### config.mk
export PLATFORM = sky130hd
export DESIGN_NAME = apb3_master
export DESIGN_NICKNAME = d
export VERILOG_FILES = /design/src/rtl/apb3_pkg.sv /design/src/rtl/apb3_wait_timer.sv /design/src/rtl/apb3_master.sv
export SDC_FILE = /design/constraint.sdc
export NUM_CORES = 1
export LEC_CHECK = 0
export BUFFER_PORTS_ARGS = -buffer_cell sky130_fd_sc_hd__buf_2
export CAP_MARGIN = 25
export CORE_ASPECT_RATIO = 1.1
export CORE_MARGIN = 3
export CORE_UTILIZATION = 43
export DETAILED_ROUTE_END_ITERATION = 7
export PLACE_DENSITY_LB_ADDON = 0.25
export SYNTH_ARGS = -nofsm -noshare
export SYNTH_HDL_FRONTEND = slang
export SYNTH_SLANG_ARGS = --single-unit
### constraint.sdc
create_clock -name PCLK -period 1.8 [get_ports PCLK]
set_input_delay 0.27 -clock PCLK [delete_from_list [all_inputs] [get_ports PCLK]]
set_output_delay 0.27 -clock PCLK [all_outputs]
set_load 0.005 [all_outputs]
### src/rtl/apb3_pkg.sv
`default_nettype none
// ============================================================================
// Module      : apb3_pkg
// Description : Shared types and constants for the APB3 initiator.
// Revision    : 1.0  initial release
// ============================================================================
package apb3_pkg;

  typedef enum logic [1:0] {
    ST_IDLE   = 2'd0,
    ST_SETUP  = 2'd1,
    ST_ACCESS = 2'd2,
    ST_RESP   = 2'd3
  } apb3_state_e;

  localparam int c_data_w      = 32;
  localparam int c_def_addr_w  = 8;
  localparam int c_def_timeout = 16;

endpackage
`default_nettype wire

### src/rtl/apb3_wait_timer.sv
`default_nettype none
// ============================================================================
// Module      : apb3_wait_timer
// Description : Saturating ACCESS wait-state counter with timeout flag.
// Revision    : 1.0  initial release
// ============================================================================
module apb3_wait_timer
  import apb3_pkg::*;
#(
  parameter int TIMEOUT = c_def_timeout
) (
  input  logic PCLK,
  input  logic PRESETN,
  input  logic clear,
  input  logic enable,
  output logic expired
);

  generate
    if (TIMEOUT == 0) begin : g_no_timeout
      assign expired = 1'b0;
    end else begin : g_timeout
      localparam int c_cnt_w = $clog2(TIMEOUT + 1);
      localparam logic [c_cnt_w-1:0] c_last = c_cnt_w'(TIMEOUT - 1);
      localparam logic [c_cnt_w-1:0] c_max  = c_cnt_w'(TIMEOUT);

      logic [c_cnt_w-1:0] r_count;

      always_ff @(posedge PCLK or negedge PRESETN) begin
        if (!PRESETN) begin
          r_count <= '0;
        end else if (clear) begin
          r_count <= '0;
        end else if (enable && (r_count != c_max)) begin
          r_count <= r_count + 1'b1;
        end
      end

      // Flags the last permitted wait cycle; the master lets PREADY win here.
      assign expired = (r_count == c_last);
    end
  endgenerate

endmodule
`default_nettype wire

### src/rtl/apb3_master.sv
`default_nettype none
// ============================================================================
// Module      : apb3_master
// Description : Single-word request/response to APB3 initiator with timeout.
// Revision    : 1.0  initial release
// ============================================================================
module apb3_master
  import apb3_pkg::*;
#(
  parameter int ADDR_W  = c_def_addr_w,
  parameter int TIMEOUT = c_def_timeout
) (
  input  logic                PCLK,
  input  logic                PRESETN,
  input  logic                cmd_valid,
  output logic                cmd_ready,
  input  logic                cmd_write,
  input  logic [ADDR_W-1:0]   cmd_addr,
  input  logic [c_data_w-1:0] cmd_wdata,
  output logic                rsp_valid,
  input  logic                rsp_ready,
  output logic [c_data_w-1:0] rsp_rdata,
  output logic                rsp_err,
  output logic                rsp_timeout,
  output logic                PSEL,
  output logic                PENABLE,
  output logic                PWRITE,
  output logic [ADDR_W-1:0]   PADDR,
  output logic [c_data_w-1:0] PWDATA,
  input  logic [c_data_w-1:0] PRDATA,
  input  logic                PREADY,
  input  logic                PSLVERR
);

  apb3_state_e         r_state;
  logic                r_cmd_ready;
  logic                r_psel;
  logic                r_penable;
  logic                r_pwrite;
  logic [ADDR_W-1:0]   r_paddr;
  logic [c_data_w-1:0] r_pwdata;
  logic                r_rsp_valid;
  logic [c_data_w-1:0] r_rsp_rdata;
  logic                r_rsp_err;
  logic                r_rsp_timeout;

  logic w_accept;
  logic w_misaligned;
  logic w_expired;

  assign w_accept     = (r_state == ST_IDLE) && r_cmd_ready && cmd_valid;
  assign w_misaligned = (cmd_addr[1:0] != 2'b00);

  apb3_wait_timer #(
    .TIMEOUT (TIMEOUT)
  ) u_wait_timer (
    .PCLK    (PCLK),
    .PRESETN (PRESETN),
    .clear   (w_accept),
    .enable  ((r_state == ST_ACCESS) && !PREADY),
    .expired (w_expired)
  );

  always_ff @(posedge PCLK or negedge PRESETN) begin
    if (!PRESETN) begin
      r_state       <= ST_IDLE;
      r_cmd_ready   <= 1'b0;
      r_psel        <= 1'b0;
      r_penable     <= 1'b0;
      r_pwrite      <= 1'b0;
      r_paddr       <= '0;
      r_pwdata      <= '0;
      r_rsp_valid   <= 1'b0;
      r_rsp_rdata   <= '0;
      r_rsp_err     <= 1'b0;
      r_rsp_timeout <= 1'b0;
    end else begin
      case (r_state)
        ST_IDLE: begin
          if (w_accept) begin
            r_cmd_ready <= 1'b0;
            r_pwrite    <= cmd_write;
            r_paddr     <= cmd_addr;
            r_pwdata    <= cmd_wdata;
            if (w_misaligned) begin
              // Misaligned requests are answered locally without touching the bus.
              r_state       <= ST_RESP;
              r_rsp_valid   <= 1'b1;
              r_rsp_rdata   <= '0;
              r_rsp_err     <= 1'b1;
              r_rsp_timeout <= 1'b0;
            end else begin
              r_state <= ST_SETUP;
              r_psel  <= 1'b1;
            end
          end else begin
            r_cmd_ready <= 1'b1;
          end
        end

        ST_SETUP: begin
          r_state   <= ST_ACCESS;
          r_penable <= 1'b1;
        end

        ST_ACCESS: begin
          if (PREADY) begin
            r_state       <= ST_RESP;
            r_psel        <= 1'b0;
            r_penable     <= 1'b0;
            r_rsp_valid   <= 1'b1;
            r_rsp_rdata   <= (!r_pwrite && !PSLVERR) ? PRDATA : '0;
            r_rsp_err     <= PSLVERR;
            r_rsp_timeout <= 1'b0;
          end else if (w_expired) begin
            r_state       <= ST_RESP;
            r_psel        <= 1'b0;
            r_penable     <= 1'b0;
            r_rsp_valid   <= 1'b1;
            r_rsp_rdata   <= '0;
            r_rsp_err     <= 1'b1;
            r_rsp_timeout <= 1'b1;
          end
        end

        ST_RESP: begin
          if (rsp_ready) begin
            r_state     <= ST_IDLE;
            r_rsp_valid <= 1'b0;
            r_cmd_ready <= 1'b1;
          end
        end

        default: begin
          r_state <= ST_IDLE;
        end
      endcase
    end
  end

  assign cmd_ready   = r_cmd_ready;
  assign PSEL        = r_psel;
  assign PENABLE     = r_penable;
  assign PWRITE      = r_pwrite;
  assign PADDR       = r_paddr;
  assign PWDATA      = r_pwdata;
  assign rsp_valid   = r_rsp_valid;
  assign rsp_rdata   = r_rsp_rdata;
  assign rsp_err     = r_rsp_err;
  assign rsp_timeout = r_rsp_timeout;

endmodule
`default_nettype wire

=== Yosys cells after proc, flatten, opt, wreduce, memory -nomap -nowiden ===
Index checks and enable logic that the tools add are counted.

* Register bits: 86
* Input port bits: 79
* Output and inout bits: 79
* Logic and storage cells: 80

* Add/sub/neg operators: 1
* Equal/unequal tests: 10
* Muxes and demuxes: 35
* Reductions and logical operators: 22

{| class="wikitable"
|+ Operators with widths
! kind !! count
|-
| $mux 32 || 5
|-
| $pmux 32 s2 || 1
|-
| $mux 1 || 15
|-
| $mux 2 || 5
|-
| $mux 5 || 2
|-
| $pmux 1 s2 || 5
|-
| $reduce_bool 2->1 || 5
|-
| $pmux 2 s4 || 1
|-
| $reduce_and 4->1 || 2
|-
| $ne 2x2->1 const B || 3
|-
| $reduce_and 2->1 || 3
|-
| $add 5x1->5 const B || 1
|-
| $eq 5x4->1 const B || 1
|-
| $logic_and 1x1->1 || 5
|-
| $ne 5x5->1 const B || 1
|-
| $reduce_and 5->1 || 1
|-
| $eq 2x2->1 const B || 2
|-
| $logic_not 1->1 || 3
|-
| $ne 3x2->1 const B || 1
|-
| $pmux 1 s3 || 1
|-
| $reduce_and 3->1 || 1
|-
| $reduce_bool 3->1 || 1
|-
| $eq 2x1->1 const B || 1
|-
| $logic_not 2->1 || 1
|-
| $ne 2x1->1 const B || 1
|}

=== Longest topological paths before layout ===
Gate-level depths: netlist of the first run.

* Depth in word-level cells: 5
* Gate-level depth with buffers: 8
* Gate-level depth less buffers: 6

=== Cells and area by module ===
Synthesis of the first run repeated with hierarchy kept, for this count alone.

* Cell total of the unflattened synthesis: 302
* Area total of the unflattened synthesis: 3748.6 um2

{| class="wikitable"
|+ By module, submodules not included
! module !! instances !! cells an instance !! area each (um2) !! sequential area each (um2)
|-
| apb3_master || 1 || 272 || 3455.8 || 2026.9
|-
| apb3_wait_timer || 1 || 30 || 292.8 || 125.1
|}

=== Least setup slack after synthesis of the first run ===
OpenSTA, ideal clock, no wires.

* Kind: register -> register
* Start: reg u_wait_timer.g_timeout.r_count[0]
* End: reg r_rsp_err (netlist: rsp_err)
* Setup time: 0.125 ns
* Arrival: 1.710 ns
* Data required time: 1.675 ns
* Setup slack: -0.034 ns
* Cell stages (with the launch flop): 8
* Buffers on the path: 1
* Period minus slack after synthesis: 1.834 ns
* Cell sequence: dfrtp_1 ha_1 and3_1 ha_1 nor3b_4 nor4_2 buf_6 mux2_2

* Longest elaborated chain between the ends: 3

{| class="wikitable"
|+ Ends and longest elaborated chain
! item !! line !! text
|-
| from (decl) || apb3_wait_timer.sv:27 || <nowiki>logic [c_cnt_w-1:0] r_count;</nowiki>
|-
| from (signal assigned) || apb3_wait_timer.sv:35 || <nowiki>r_count <= r_count + 1'b1;</nowiki>
|-
| $eq 5x4->1 || apb3_wait_timer.sv:40 || <nowiki>assign expired = (r_count == c_last);</nowiki>
|-
| $ne 3x2->1 (no line) || -- ||
|-
| $reduce_and 4->1 (no line) || -- ||
|-
| to (signal assigned) || apb3_master.sv:75 || <nowiki>r_rsp_err <= 1'b0;</nowiki>
|-
| to (signal assigned) || apb3_master.sv:90 || <nowiki>r_rsp_err <= 1'b1;</nowiki>
|-
| to (signal assigned) || apb3_master.sv:113 || <nowiki>r_rsp_err <= PSLVERR;</nowiki>
|-
| to (decl) || apb3_master.sv:44 || <nowiki>logic r_rsp_err;</nowiki>
|}

No other way between the ends.
A chain may end at the register's enable or synchronous reset.

=== Final worst setup path of the first run ===
* Start: reg u_wait_timer.g_timeout.r_count[1]
* End: reg r_rsp_rdata[10] (netlist: rsp_rdata[10])

* Longest elaborated chain between the ends: 3

{| class="wikitable"
|+ Ends and longest elaborated chain
! item !! line !! text
|-
| $eq 5x4->1 || apb3_wait_timer.sv:40 ||
|-
| $ne 3x2->1 (no line) || -- ||
|-
| $reduce_and 4->1 (no line) || -- ||
|-
| to (signal assigned) || apb3_master.sv:112 || <nowiki>r_rsp_rdata <= (!r_pwrite && !PSLVERR) ? PRDATA : '0;</nowiki>
|-
| to (decl) || apb3_master.sv:43 || <nowiki>logic [c_data_w-1:0] r_rsp_rdata;</nowiki>
|}

No other way between the ends.

==> flow_summary.html, run 1 <==
<table>
<tr><th>Metric</th><th>Value</th></tr>
<tr><th colspan="2">Outcome</th></tr>
<tr><td>Run status</td><td>complete, but fails checks</td></tr>
<tr><td>Violations in the final reports</td><td>negative setup slack</td></tr>
<tr><th colspan="2">GRT</th></tr>
<tr><td>Remaining global-route overflow</td><td>0</td></tr>
<tr><td>Overall track demand over capacity in global routing</td><td>18.5%</td></tr>
<tr><td>First-pass GRT wire length</td><td>14,700 um</td></tr>
<tr><td>Number of global-route vias before repair</td><td>3,198</td></tr>
<tr><td>Number of antenna violations at the first check in global routing</td><td>0</td></tr>
<tr><td>Largest net degree at the start of global routing</td><td>52</td></tr>
<tr><th colspan="2">Power</th></tr>
<tr><td>Part of the total power dissipated in the clock network</td><td>16.7%</td></tr>
<tr><td>Switching component of the power</td><td>2.91 mW</td></tr>
<tr><td>Power density over the cells</td><td>1600 nW/um^2</td></tr>
<tr><td>Switching share of power</td><td>35.2%</td></tr>
<tr><td>Portion of total power attributed to combinational logic</td><td>46.3%</td></tr>
<tr><td>Total leakage power</td><td>2.82 nW</td></tr>
<tr><td>Maximum vdd drop</td><td>0.000674 V</td></tr>
<tr><td>Sequential share of power</td><td>37.0%</td></tr>
<tr><td>Internal power</td><td>5.36 mW</td></tr>
<tr><td>Design Power</td><td>8.28 mW</td></tr>
<tr><th colspan="2">Cells and area</th></tr>
<tr><td>Diodes inserted</td><td>0</td></tr>
<tr><td>Total number of nets in the final design</td><td>651</td></tr>
<tr><td>Highest-count cells in the layout ignoring fill and taps</td><td>156 x sky130_fd_sc_hd__nand2_1, 156 x sky130_fd_sc_hd__buf_2, 86 x sky130_fd_sc_hd__dfrtp_1</td></tr>
<tr><td>Number of fillers in the final layout</td><td>727</td></tr>
<tr><td>Area occupied by registers</td><td>2150 sq um</td></tr>
<tr><td>Proportion of layout cells with a drive suffix above 1</td><td>37.3%</td></tr>
<tr><td>Syn-to-layout area delta</td><td>36.2%</td></tr>
<tr><td>Area of the multi-input gates</td><td>1410 sq um</td></tr>
<tr><td>Non-Filler Cell Area, Final</td><td>5170 sq um</td></tr>
<tr><th colspan="2">Placement</th></tr>
<tr><td>Worst setup slack after placement</td><td>-0.0317 ns</td></tr>
<tr><td>Count of port buffers added during placement</td><td>157</td></tr>
<tr><td>Gp weighted congestion</td><td>0.822</td></tr>
<tr><td>Post-detailed-placement cell area</td><td>4790 sq um</td></tr>
<tr><td>Detailed placer's ending HPWL</td><td>6470 um</td></tr>
<tr><th colspan="2">STA</th></tr>
<tr><td>Setup-violating endpoint count in the final report</td><td>29</td></tr>
<tr><td>Final number of max-transition violations</td><td>0</td></tr>
<tr><td>Final-layout setup total negative slack</td><td>-0.652 ns</td></tr>
<tr><td>Worst-case clock skew</td><td>0.0184 ns</td></tr>
<tr><td>Min Tclk post-route</td><td>1.84 ns</td></tr>
<tr><td>Final period utilization</td><td>102%</td></tr>
<tr><td>Hold slack final</td><td>0.101 ns</td></tr>
<tr><td>Setup ws final</td><td>-0.0420 ns</td></tr>
<tr><td>Highest Clock Rate</td><td>543 MHz</td></tr>
<tr><td>Actual transition at the worst max-transition pin</td><td>0.401 ns</td></tr>
<tr><td>Headroom to the max-slew limit</td><td>72.9%</td></tr>
<tr><td>RSZ-0062 raised after global routing</td><td>true</td></tr>
<tr><td>Number of failing hold endpoints at the final stage</td><td>0</td></tr>
<tr><th colspan="2">Clocking</th></tr>
<tr><td>Worst-path clk slew</td><td>0.10 ns</td></tr>
<tr><td>Clock insertion delay at the later pin of the skew report</td><td>0.35 ns</td></tr>
<tr><td>Cts bufs inserted</td><td>9</td></tr>
<tr><td>H-tree depth</td><td>3</td></tr>
<tr><td>Buffer type at the clock tree root</td><td>sky130_fd_sc_hd__clkbuf_8</td></tr>
<tr><td>Buffers from clock root to sink, at most</td><td>2</td></tr>
<tr><td>Clock Sink Count</td><td>86</td></tr>
<tr><td>Clock tree from TritonCTS</td><td>yes</td></tr>
<tr><th colspan="2">Synthesis</th></tr>
<tr><td>Most common flop cell mapped by yosys</td><td>sky130_fd_sc_hd__dfrtp_1</td></tr>
<tr><td>Post-synth design cell area</td><td>3790 sq um</td></tr>
<tr><td>Async set-reset flop share out of synthesis</td><td>100%</td></tr>
<tr><td>Synth Instances</td><td>388</td></tr>
<tr><td>Sequential fraction of the synthesis area</td><td>56.7%</td></tr>
<tr><td>Post-synthesis register bit count</td><td>86</td></tr>
<tr><td>Count of warnings emitted by yosys</td><td>0</td></tr>
<tr><td>Post-synth cell types</td><td>37</td></tr>
<tr><td>Number of enable flip-flop cells after synthesis</td><td>0</td></tr>
<tr><td>Post-Synthesis Mean Instance Area</td><td>9.78 sq um</td></tr>
<tr><td>Post-Synthesis Net Count</td><td>474</td></tr>
<tr><th colspan="2">Floorplanning</th></tr>
<tr><td>Io pins</td><td>158</td></tr>
<tr><td>Die Span X</td><td>95.6 um</td></tr>
<tr><td>Die outline area</td><td>9990 sq um</td></tr>
<tr><td>Number of rows created at floorplan</td><td>35</td></tr>
<tr><td>Core Footprint</td><td>8500 sq um</td></tr>
<tr><td>Initial standard-cell utilization of the core</td><td>44.7%</td></tr>
<tr><td>Y dimension of the die</td><td>105 um</td></tr>
<tr><th colspan="2">Drt</th></tr>
<tr><td>Total via count in the routed design</td><td>3,144</td></tr>
<tr><td>Via density per instance</td><td>4.62</td></tr>
<tr><td>Total iterations of the first detailed-routing run</td><td>6</td></tr>
<tr><td>Total routed wirelength</td><td>9050 um</td></tr>
<tr><td>First-iteration detailed-routing DRC count</td><td>133</td></tr>
<tr><td>DRC Markers</td><td>0</td></tr>
<tr><td>Number of nets with antenna violations after routing</td><td>0</td></tr>
<tr><td>Post-detailed-route wirelength per cell</td><td>13.3 um</td></tr>
<tr><th colspan="2">Setup path</th></tr>
<tr><td>Critical path buffers and inverters</td><td>2</td></tr>
<tr><td>Data arrival time of the critical path</td><td>2.11 ns</td></tr>
<tr><td>Worst Reg-to-Reg Cells</td><td>8</td></tr>
<tr><td>Launch instance of the worst register-to-register path</td><td>u_wait_timer.g_timeout.r_count[1]</td></tr>
<tr><td>Cell with the largest stage delay on the worst path</td><td>sky130_fd_sc_hd__dfrtp_1</td></tr>
<tr><td>Type of element launching the critical path</td><td>flop</td></tr>
<tr><td>Critical path class</td><td>flop to flop</td></tr>
<tr><td>FF-to-FF setup slack</td><td>-0.04 ns</td></tr>
<tr><td>Reg-to-Reg End</td><td>rsp_rdata[10]</td></tr>
<tr><td>Delay of the slowest cell on the worst path</td><td>0.36 ns</td></tr>
<tr><td>Worst path required time</td><td>2.07 ns</td></tr>
<tr><td>Crit path capture type</td><td>flop</td></tr>
<tr><td>CP Max Fanout</td><td>8</td></tr>
<tr><td>Cell family with the largest share of critical-path delay</td><td>simple AND/OR/NAND/NOR gates</td></tr>
<tr><td>Crit-path cells</td><td>ha_2, and3_4, ha_4, nor3b_4, nor4_4, buf_12, clkbuf_16, mux2i_1</td></tr>
<tr><th colspan="2">Hold path</th></tr>
<tr><td>Endpoint of the worst hold path</td><td>PADDR[5]</td></tr>
<tr><td>Worst Hold Class</td><td>primary input to flop</td></tr>
<tr><td>Depth of the worst hold-timing path</td><td>3</td></tr>
<tr><td>Min-Delay Startpoint</td><td>cmd_addr[5]</td></tr>
<tr><th colspan="2">Job</th></tr>
<tr><td>Max-cap check violation count</td><td>0</td></tr>
</table>
==> layer usage <==
layer	GRT usage [%]	up-vias	part of all wire (%)
met2	28.4	126	45
met5	0	-	0
met1	24.9	1446	44
li1	-	1563	-
met3	5.35	9	9.6
met4	6.00	0	1.1
==> cell families (layout without fill, tap and decap cells) <==
group / after synthesis / count (layout) / share of synthesized area (%)
compound gates: 21 / 21 / 3.79
simple gates: 181 / 181 / 20.3
mux: 35 / 35 / 9.27
fa+ha+maj: 7 / 7 / 2.31
flops: 86 / 86 / 56.7
buf+inv: 58 / 239 / 7.55
==> area by class of cell <==
| cell class | count | area share (%) |
|---|---|---|
| multi-input cells | 244 | 27.4 |
| clock buffers | 10 | 2.66 |
| flip-flops and latches | 86 | 41.6 |
| repair buffers | 184 | 21.5 |
| clock inverters | 5 | 1.23 |
| inverters | 40 | 2.90 |
| well taps | 111 | 2.69 |
==> synth_stat cells, types with 2 or more instances <==
cell type	number	area share, %
sky130_fd_sc_hd__nand3_1	4	0.53
sky130_fd_sc_hd__a21oi_1	4	0.53
sky130_fd_sc_hd__and3_1	2	0.33
sky130_fd_sc_hd__nor2b_1	2	0.33
sky130_fd_sc_hd__mux2i_1	34	9.0
sky130_fd_sc_hd__nand2b_1	2	0.33
sky130_fd_sc_hd__nand2_1	156	15
sky130_fd_sc_hd__dfrtp_1	86	57
sky130_fd_sc_hd__nor2_1	3	0.30
sky130_fd_sc_hd__buf_2	4	0.53
sky130_fd_sc_hd__buf_6	2	0.59
sky130_fd_sc_hd__clkbuf_1	9	0.89
sky130_fd_sc_hd__buf_12	3	1.6
sky130_fd_sc_hd__inv_1	40	4.0
sky130_fd_sc_hd__ha_1	7	2.3
sky130_fd_sc_hd__o41ai_1	2	0.46
sky130_fd_sc_hd__o21ai_0	8	1.1
==> per-stage QoR <==
| step | instances | utilization [%] |
|---|---|---|
| 6_report | 680 | 60.8 |
| 5_1_grt | 680 | 60.8 |
| 4_1_cts | 673 | 59.1 |
| 3_5_place_dp | 657 | 56.4 |
| 3_3_place_gp | 657 | 56.4 |
| 2_1_floorplan | 388 | - |
==> worst register-to-register path, cell delays in order, from the launching register on <==
cell                        delay, ns
sky130_fd_sc_hd__dfrtp_1         0.36
sky130_fd_sc_hd__ha_2            0.18
sky130_fd_sc_hd__and3_4          0.19
sky130_fd_sc_hd__ha_4            0.14
sky130_fd_sc_hd__nor3b_4         0.05
sky130_fd_sc_hd__nor4_4          0.32
sky130_fd_sc_hd__buf_12          0.19
sky130_fd_sc_hd__clkbuf_16       0.16
sky130_fd_sc_hd__mux2i_1         0.19
==> worst max path at each step <==
stage,start,to,slack [ns],depth (start not counted)
final,u_wait_timer.g_timeout.r_count[1],rsp_rdata[10],-0.04,8
after global routing,u_wait_timer.g_timeout.r_count[1],rsp_rdata[22],-0.12,8
after CTS,u_wait_timer.g_timeout.r_count[0],rsp_rdata[18],-0.03,8
after detailed placement,u_wait_timer.g_timeout.r_count[0],rsp_rdata[18],-0.03,8
after global placement,u_wait_timer.g_timeout.r_count[0],rsp_err,0.02,7
after floorplan,u_wait_timer.g_timeout.r_count[0],rsp_err,0.02,7
==> flip-flops by register name, summed over array words and instances (netlist names) <==
name / count
rsp_valid: 1
PWDATA: 32
rsp_rdata: 32
PSEL: 1
u_wait_timer.g_timeout.r_count: 5
PWRITE: 1
rsp_err: 1
PENABLE: 1
r_state: 2
rsp_timeout: 1
cmd_ready: 1
PADDR: 8
==> power groups by stage <==
| stage | logic (mW) | registers [mW] | clock network (mW) |
|---|---|---|---|
| final | 3.84 | 3.06 | 1.38 |
| after detailed placement | 3.35 | 3.09 | 0 |
| after global routing | 4.25 | 3.15 | 1.53 |
| after floorplan | 2.03 | 3.14 | 0 |
| after CTS | 3.40 | 3.07 | 1.42 |
| after global placement | 3.26 | 3.08 | 0 |
==> repair_timing <==
item | in CTS | in global routing
gates resized for setup | 3 | 5
endpoints found under the hold margin | 9 | 0
hold buffers | 1 | 0
gates cloned | 0 | 4
pin swaps | 0 | 4
setup endpoints to repair | 35 | 38
buffers inserted | 0 | 4
Note: power is estimated with default switching activity, not from simulation.
==> inputs of run 2 (changes only) <==
- CORE_UTILIZATION: 43 -> 45
- clock period: 1.8 -> 2.1 ns (I/O delays scaled with it)
==> flow_summary.html, run 2 (synthesized netlist as in run 1, its figures left out) <==
<table>
<tr><th>Metric</th><th>Value</th></tr>
<tr><th colspan="2">Placement</th></tr>
<tr><td>Gp weighted congestion</td><td>0.834 (was 0.822)</td></tr>
<tr><td>Count of port buffers added during placement</td><td>157 (unchanged)</td></tr>
<tr><td>Detailed placer's ending HPWL</td><td>6430 um (was 6470 um)</td></tr>
<tr><td>Worst setup slack after placement</td><td>0.0839 ns (was -0.0317 ns)</td></tr>
<tr><td>Post-detailed-placement cell area</td><td>4710 sq um (was 4790 sq um)</td></tr>
<tr><th colspan="2">Drt</th></tr>
<tr><td>Total routed wirelength</td><td>8900 um (was 9050 um)</td></tr>
<tr><td>First-iteration detailed-routing DRC count</td><td>86 (was 133)</td></tr>
<tr><td>Total via count in the routed design</td><td>3,088 (was 3,144)</td></tr>
<tr><td>Post-detailed-route wirelength per cell</td><td>13.4 um (was 13.3 um)</td></tr>
<tr><td>DRC Markers</td><td>0 (unchanged)</td></tr>
<tr><td>Via density per instance</td><td>4.66 (was 4.62)</td></tr>
<tr><td>Total iterations of the first detailed-routing run</td><td>6 (unchanged)</td></tr>
<tr><td>Number of nets with antenna violations after routing</td><td>0 (unchanged)</td></tr>
<tr><th colspan="2">Job</th></tr>
<tr><td>Max-cap check violation count</td><td>0 (unchanged)</td></tr>
<tr><th colspan="2">Power</th></tr>
<tr><td>Part of the total power dissipated in the clock network</td><td>16.7% (about the same)</td></tr>
<tr><td>Sequential share of power</td><td>40.6% (was 37.0%)</td></tr>
<tr><td>Switching share of power</td><td>36.8% (was 35.2%)</td></tr>
<tr><td>Maximum vdd drop</td><td>0.000637 V (was 0.000674 V)</td></tr>
<tr><td>Internal power</td><td>4.10 mW (was 5.36 mW)</td></tr>
<tr><td>Switching component of the power</td><td>2.39 mW (was 2.91 mW)</td></tr>
<tr><td>Total leakage power</td><td>2.70 nW (was 2.82 nW)</td></tr>
<tr><td>Design Power</td><td>6.49 mW (was 8.28 mW)</td></tr>
<tr><td>Portion of total power attributed to combinational logic</td><td>42.7% (was 46.3%)</td></tr>
<tr><td>Power density over the cells</td><td>1320 nW/um^2 (was 1600 nW/um^2)</td></tr>
<tr><th colspan="2">Setup path</th></tr>
<tr><td>Critical path class</td><td>flop to flop (unchanged)</td></tr>
<tr><td>Crit path capture type</td><td>flop (unchanged)</td></tr>
<tr><td>FF-to-FF setup slack</td><td>0.05 ns (was -0.04 ns)</td></tr>
<tr><td>Worst path required time</td><td>2.36 ns (was 2.07 ns)</td></tr>
<tr><td>CP Max Fanout</td><td>16 (was 8)</td></tr>
<tr><td>Type of element launching the critical path</td><td>flop (unchanged)</td></tr>
<tr><td>Data arrival time of the critical path</td><td>2.31 ns (was 2.11 ns)</td></tr>
<tr><td>Worst Reg-to-Reg Cells</td><td>8 (unchanged)</td></tr>
<tr><td>Reg-to-Reg End</td><td>rsp_rdata[12] (was rsp_rdata[10])</td></tr>
<tr><td>Launch instance of the worst register-to-register path</td><td>u_wait_timer.g_timeout.r_count[1] (unchanged)</td></tr>
<tr><th colspan="2">Cells and area</th></tr>
<tr><td>Non-Filler Cell Area, Final</td><td>4930 sq um (was 5170 sq um)</td></tr>
<tr><td>Syn-to-layout area delta</td><td>30.0% (was 36.2%)</td></tr>
<tr><td>Highest-count cells in the layout ignoring fill and taps</td><td>156 x sky130_fd_sc_hd__nand2_1, 156 x sky130_fd_sc_hd__buf_2, 86 x sky130_fd_sc_hd__dfrtp_1 (unchanged)</td></tr>
<tr><td>Total number of nets in the final design</td><td>636 (was 651)</td></tr>
<tr><td>Diodes inserted</td><td>0 (unchanged)</td></tr>
<tr><td>Proportion of layout cells with a drive suffix above 1</td><td>34.2% (was 37.3%)</td></tr>
<tr><td>Final core utilization</td><td>61.3% (was 60.8%)</td></tr>
<tr><th colspan="2">GRT</th></tr>
<tr><td>Remaining global-route overflow</td><td>0 (unchanged)</td></tr>
<tr><td>Largest net degree at the start of global routing</td><td>38 (was 52)</td></tr>
<tr><td>First-pass GRT wire length</td><td>14,100 um (was 14,700 um)</td></tr>
<tr><td>Overall track demand over capacity in global routing</td><td>18.6% (was 18.5%)</td></tr>
<tr><td>Number of global-route vias before repair</td><td>3,045 (was 3,198)</td></tr>
<tr><td>Number of antenna violations at the first check in global routing</td><td>0 (unchanged)</td></tr>
<tr><th colspan="2">Hold path</th></tr>
<tr><td>Min-Delay Startpoint</td><td>cmd_wdata[28] (was cmd_addr[5])</td></tr>
<tr><td>Worst Hold Class</td><td>primary input to flop (unchanged)</td></tr>
<tr><td>Endpoint of the worst hold path</td><td>PWDATA[28] (was PADDR[5])</td></tr>
<tr><td>Depth of the worst hold-timing path</td><td>3 (unchanged)</td></tr>
<tr><th colspan="2">Floorplanning</th></tr>
<tr><td>Y dimension of the die</td><td>102 um (was 105 um)</td></tr>
<tr><td>Initial standard-cell utilization of the core</td><td>47.2% (was 44.7%)</td></tr>
<tr><td>Die outline area</td><td>9570 sq um (was 9990 sq um)</td></tr>
<tr><td>Core Footprint</td><td>8040 sq um (was 8500 sq um)</td></tr>
<tr><td>Number of rows created at floorplan</td><td>34 (was 35)</td></tr>
<tr><td>Io pins</td><td>158 (unchanged)</td></tr>
<tr><td>Die Span X</td><td>93.5 um (was 95.6 um)</td></tr>
<tr><th colspan="2">Clocking</th></tr>
<tr><td>Buffers from clock root to sink, at most</td><td>2 (unchanged)</td></tr>
<tr><td>Cts bufs inserted</td><td>9 (unchanged)</td></tr>
<tr><td>Clock tree from TritonCTS</td><td>yes (unchanged)</td></tr>
<tr><td>Clock insertion delay at the later pin of the skew report</td><td>0.35 ns (about the same)</td></tr>
<tr><td>Clock Sink Count</td><td>86 (unchanged)</td></tr>
<tr><td>H-tree depth</td><td>3 (unchanged)</td></tr>
<tr><td>Buffer type at the clock tree root</td><td>sky130_fd_sc_hd__clkbuf_8 (unchanged)</td></tr>
<tr><td>Worst-path clk slew</td><td>0.09 ns (was 0.10 ns)</td></tr>
<tr><th colspan="2">STA</th></tr>
<tr><td>Headroom to the max-slew limit</td><td>67.1% (was 72.9%)</td></tr>
<tr><td>Min Tclk post-route</td><td>2.05 ns (was 1.84 ns)</td></tr>
<tr><td>Setup ws final</td><td>0.0519 ns (was -0.0420 ns)</td></tr>
<tr><td>Number of failing hold endpoints at the final stage</td><td>0 (unchanged)</td></tr>
<tr><td>Highest Clock Rate</td><td>488 MHz (was 543 MHz)</td></tr>
<tr><td>Actual transition at the worst max-transition pin</td><td>0.494 ns (was 0.401 ns)</td></tr>
<tr><td>Final period utilization</td><td>97.5% (was 102%)</td></tr>
<tr><td>Setup-violating endpoint count in the final report</td><td>0 (was 29)</td></tr>
<tr><td>Final number of max-transition violations</td><td>0 (unchanged)</td></tr>
<tr><td>Worst-case clock skew</td><td>0.0138 ns (was 0.0184 ns)</td></tr>
<tr><th colspan="2">Outcome</th></tr>
<tr><td>Run status</td><td>completed (was complete, but fails checks)</td></tr>
</table>
==> run 2: cell count changes in the layout (fill, tap and decap cells not counted), sizes merged <==
cell      delta
buf         -13
bufinv       -1
clkbuf       -1
clkinvlp     +1
==> run 2: power by group through the flow <==
| stage | Sequential, mW | Combinational [mW] | Clock [mW] |
|---|---|---|---|
| after floorplan | 2.69 | 1.73 | 0 |
| after global placement | 2.64 | 2.61 | 0 |
| after detailed placement | 2.65 | 2.69 | 0 |
| after CTS | 2.64 | 2.69 | 1.12 |
| after global routing | 2.72 | 3.10 | 1.21 |
| final | 2.64 | 2.77 | 1.08 |
==> run 2: through the flow <==
stage | hold WS (ns) | setup TNS, ns | cells
finish | 0.144 | 0 | 663
detailed placement | 0.316 | 0 | 644
global route | 0.134 | -0.0721 | 663
CTS | 0.129 | 0 | 661
global placement | 0.312 | 0 | 644
floorplan | 0.0194 | 0 | 388
==> run 2: worst max-delay path, stage by stage (launching register included) <==
cell and delay (ns):
sky130_fd_sc_hd__dfrtp_1 0.40, sky130_fd_sc_hd__ha_1 0.18, sky130_fd_sc_hd__and3_1 0.19, sky130_fd_sc_hd__ha_1 0.22, sky130_fd_sc_hd__nor3b_4 0.08, sky130_fd_sc_hd__nor4_4 0.31
sky130_fd_sc_hd__buf_4 0.21, sky130_fd_sc_hd__buf_12 0.17, sky130_fd_sc_hd__mux2i_1 0.21
==> run 2: layout make-up <==
type / count / area, sq um
Clock buffer: 11 / 141
Clock inverter: 5 / 41.3
Fill cell: 733 / 3110
Inverter: 40 / 150
Multi-Input combinational cell: 244 / 1360
Sequential cell: 86 / 2150
Tap cell: 108 / 135
Timing Repair Buffer: 169 / 948
==> run 2: what timing repair did <==
item | in CTS | in global routing
setup buffers | 0 | 1
gates resized for setup | 0 | 3
endpoints found under the hold margin | 35 | 0
endpoints found under the setup margin | 0 | 23
hold buffers | 1 | 0
==> run 2: worst max path at each step <==
stage               slack (ns)  depth (start not counted)                         startpoint            end
detailed placement        0.08                          7  u_wait_timer.g_timeout.r_count[1]   rsp_rdata[2]
global placement          0.19                          7  u_wait_timer.g_timeout.r_count[0]   rsp_rdata[4]
floorplan                 0.27                          7  u_wait_timer.g_timeout.r_count[0]        rsp_err
CTS                       0.06                          7  u_wait_timer.g_timeout.r_count[1]   rsp_rdata[2]
finish                    0.05                          8  u_wait_timer.g_timeout.r_count[1]  rsp_rdata[12]
global route             -0.03                          8  u_wait_timer.g_timeout.r_count[1]  rsp_rdata[12]
==> run 2: per-layer routing <==
layer  vias up  wire, um  global-route usage, %  share of wire [%]
met3        12       777                   4.93                8.7
met2       118      4100                   30.0                 46
met1      1428      3880                   24.4                 44
li1       1530         -                      -                  -
met4         0       142                   7.00                1.6
met5         -         0                      0                  0
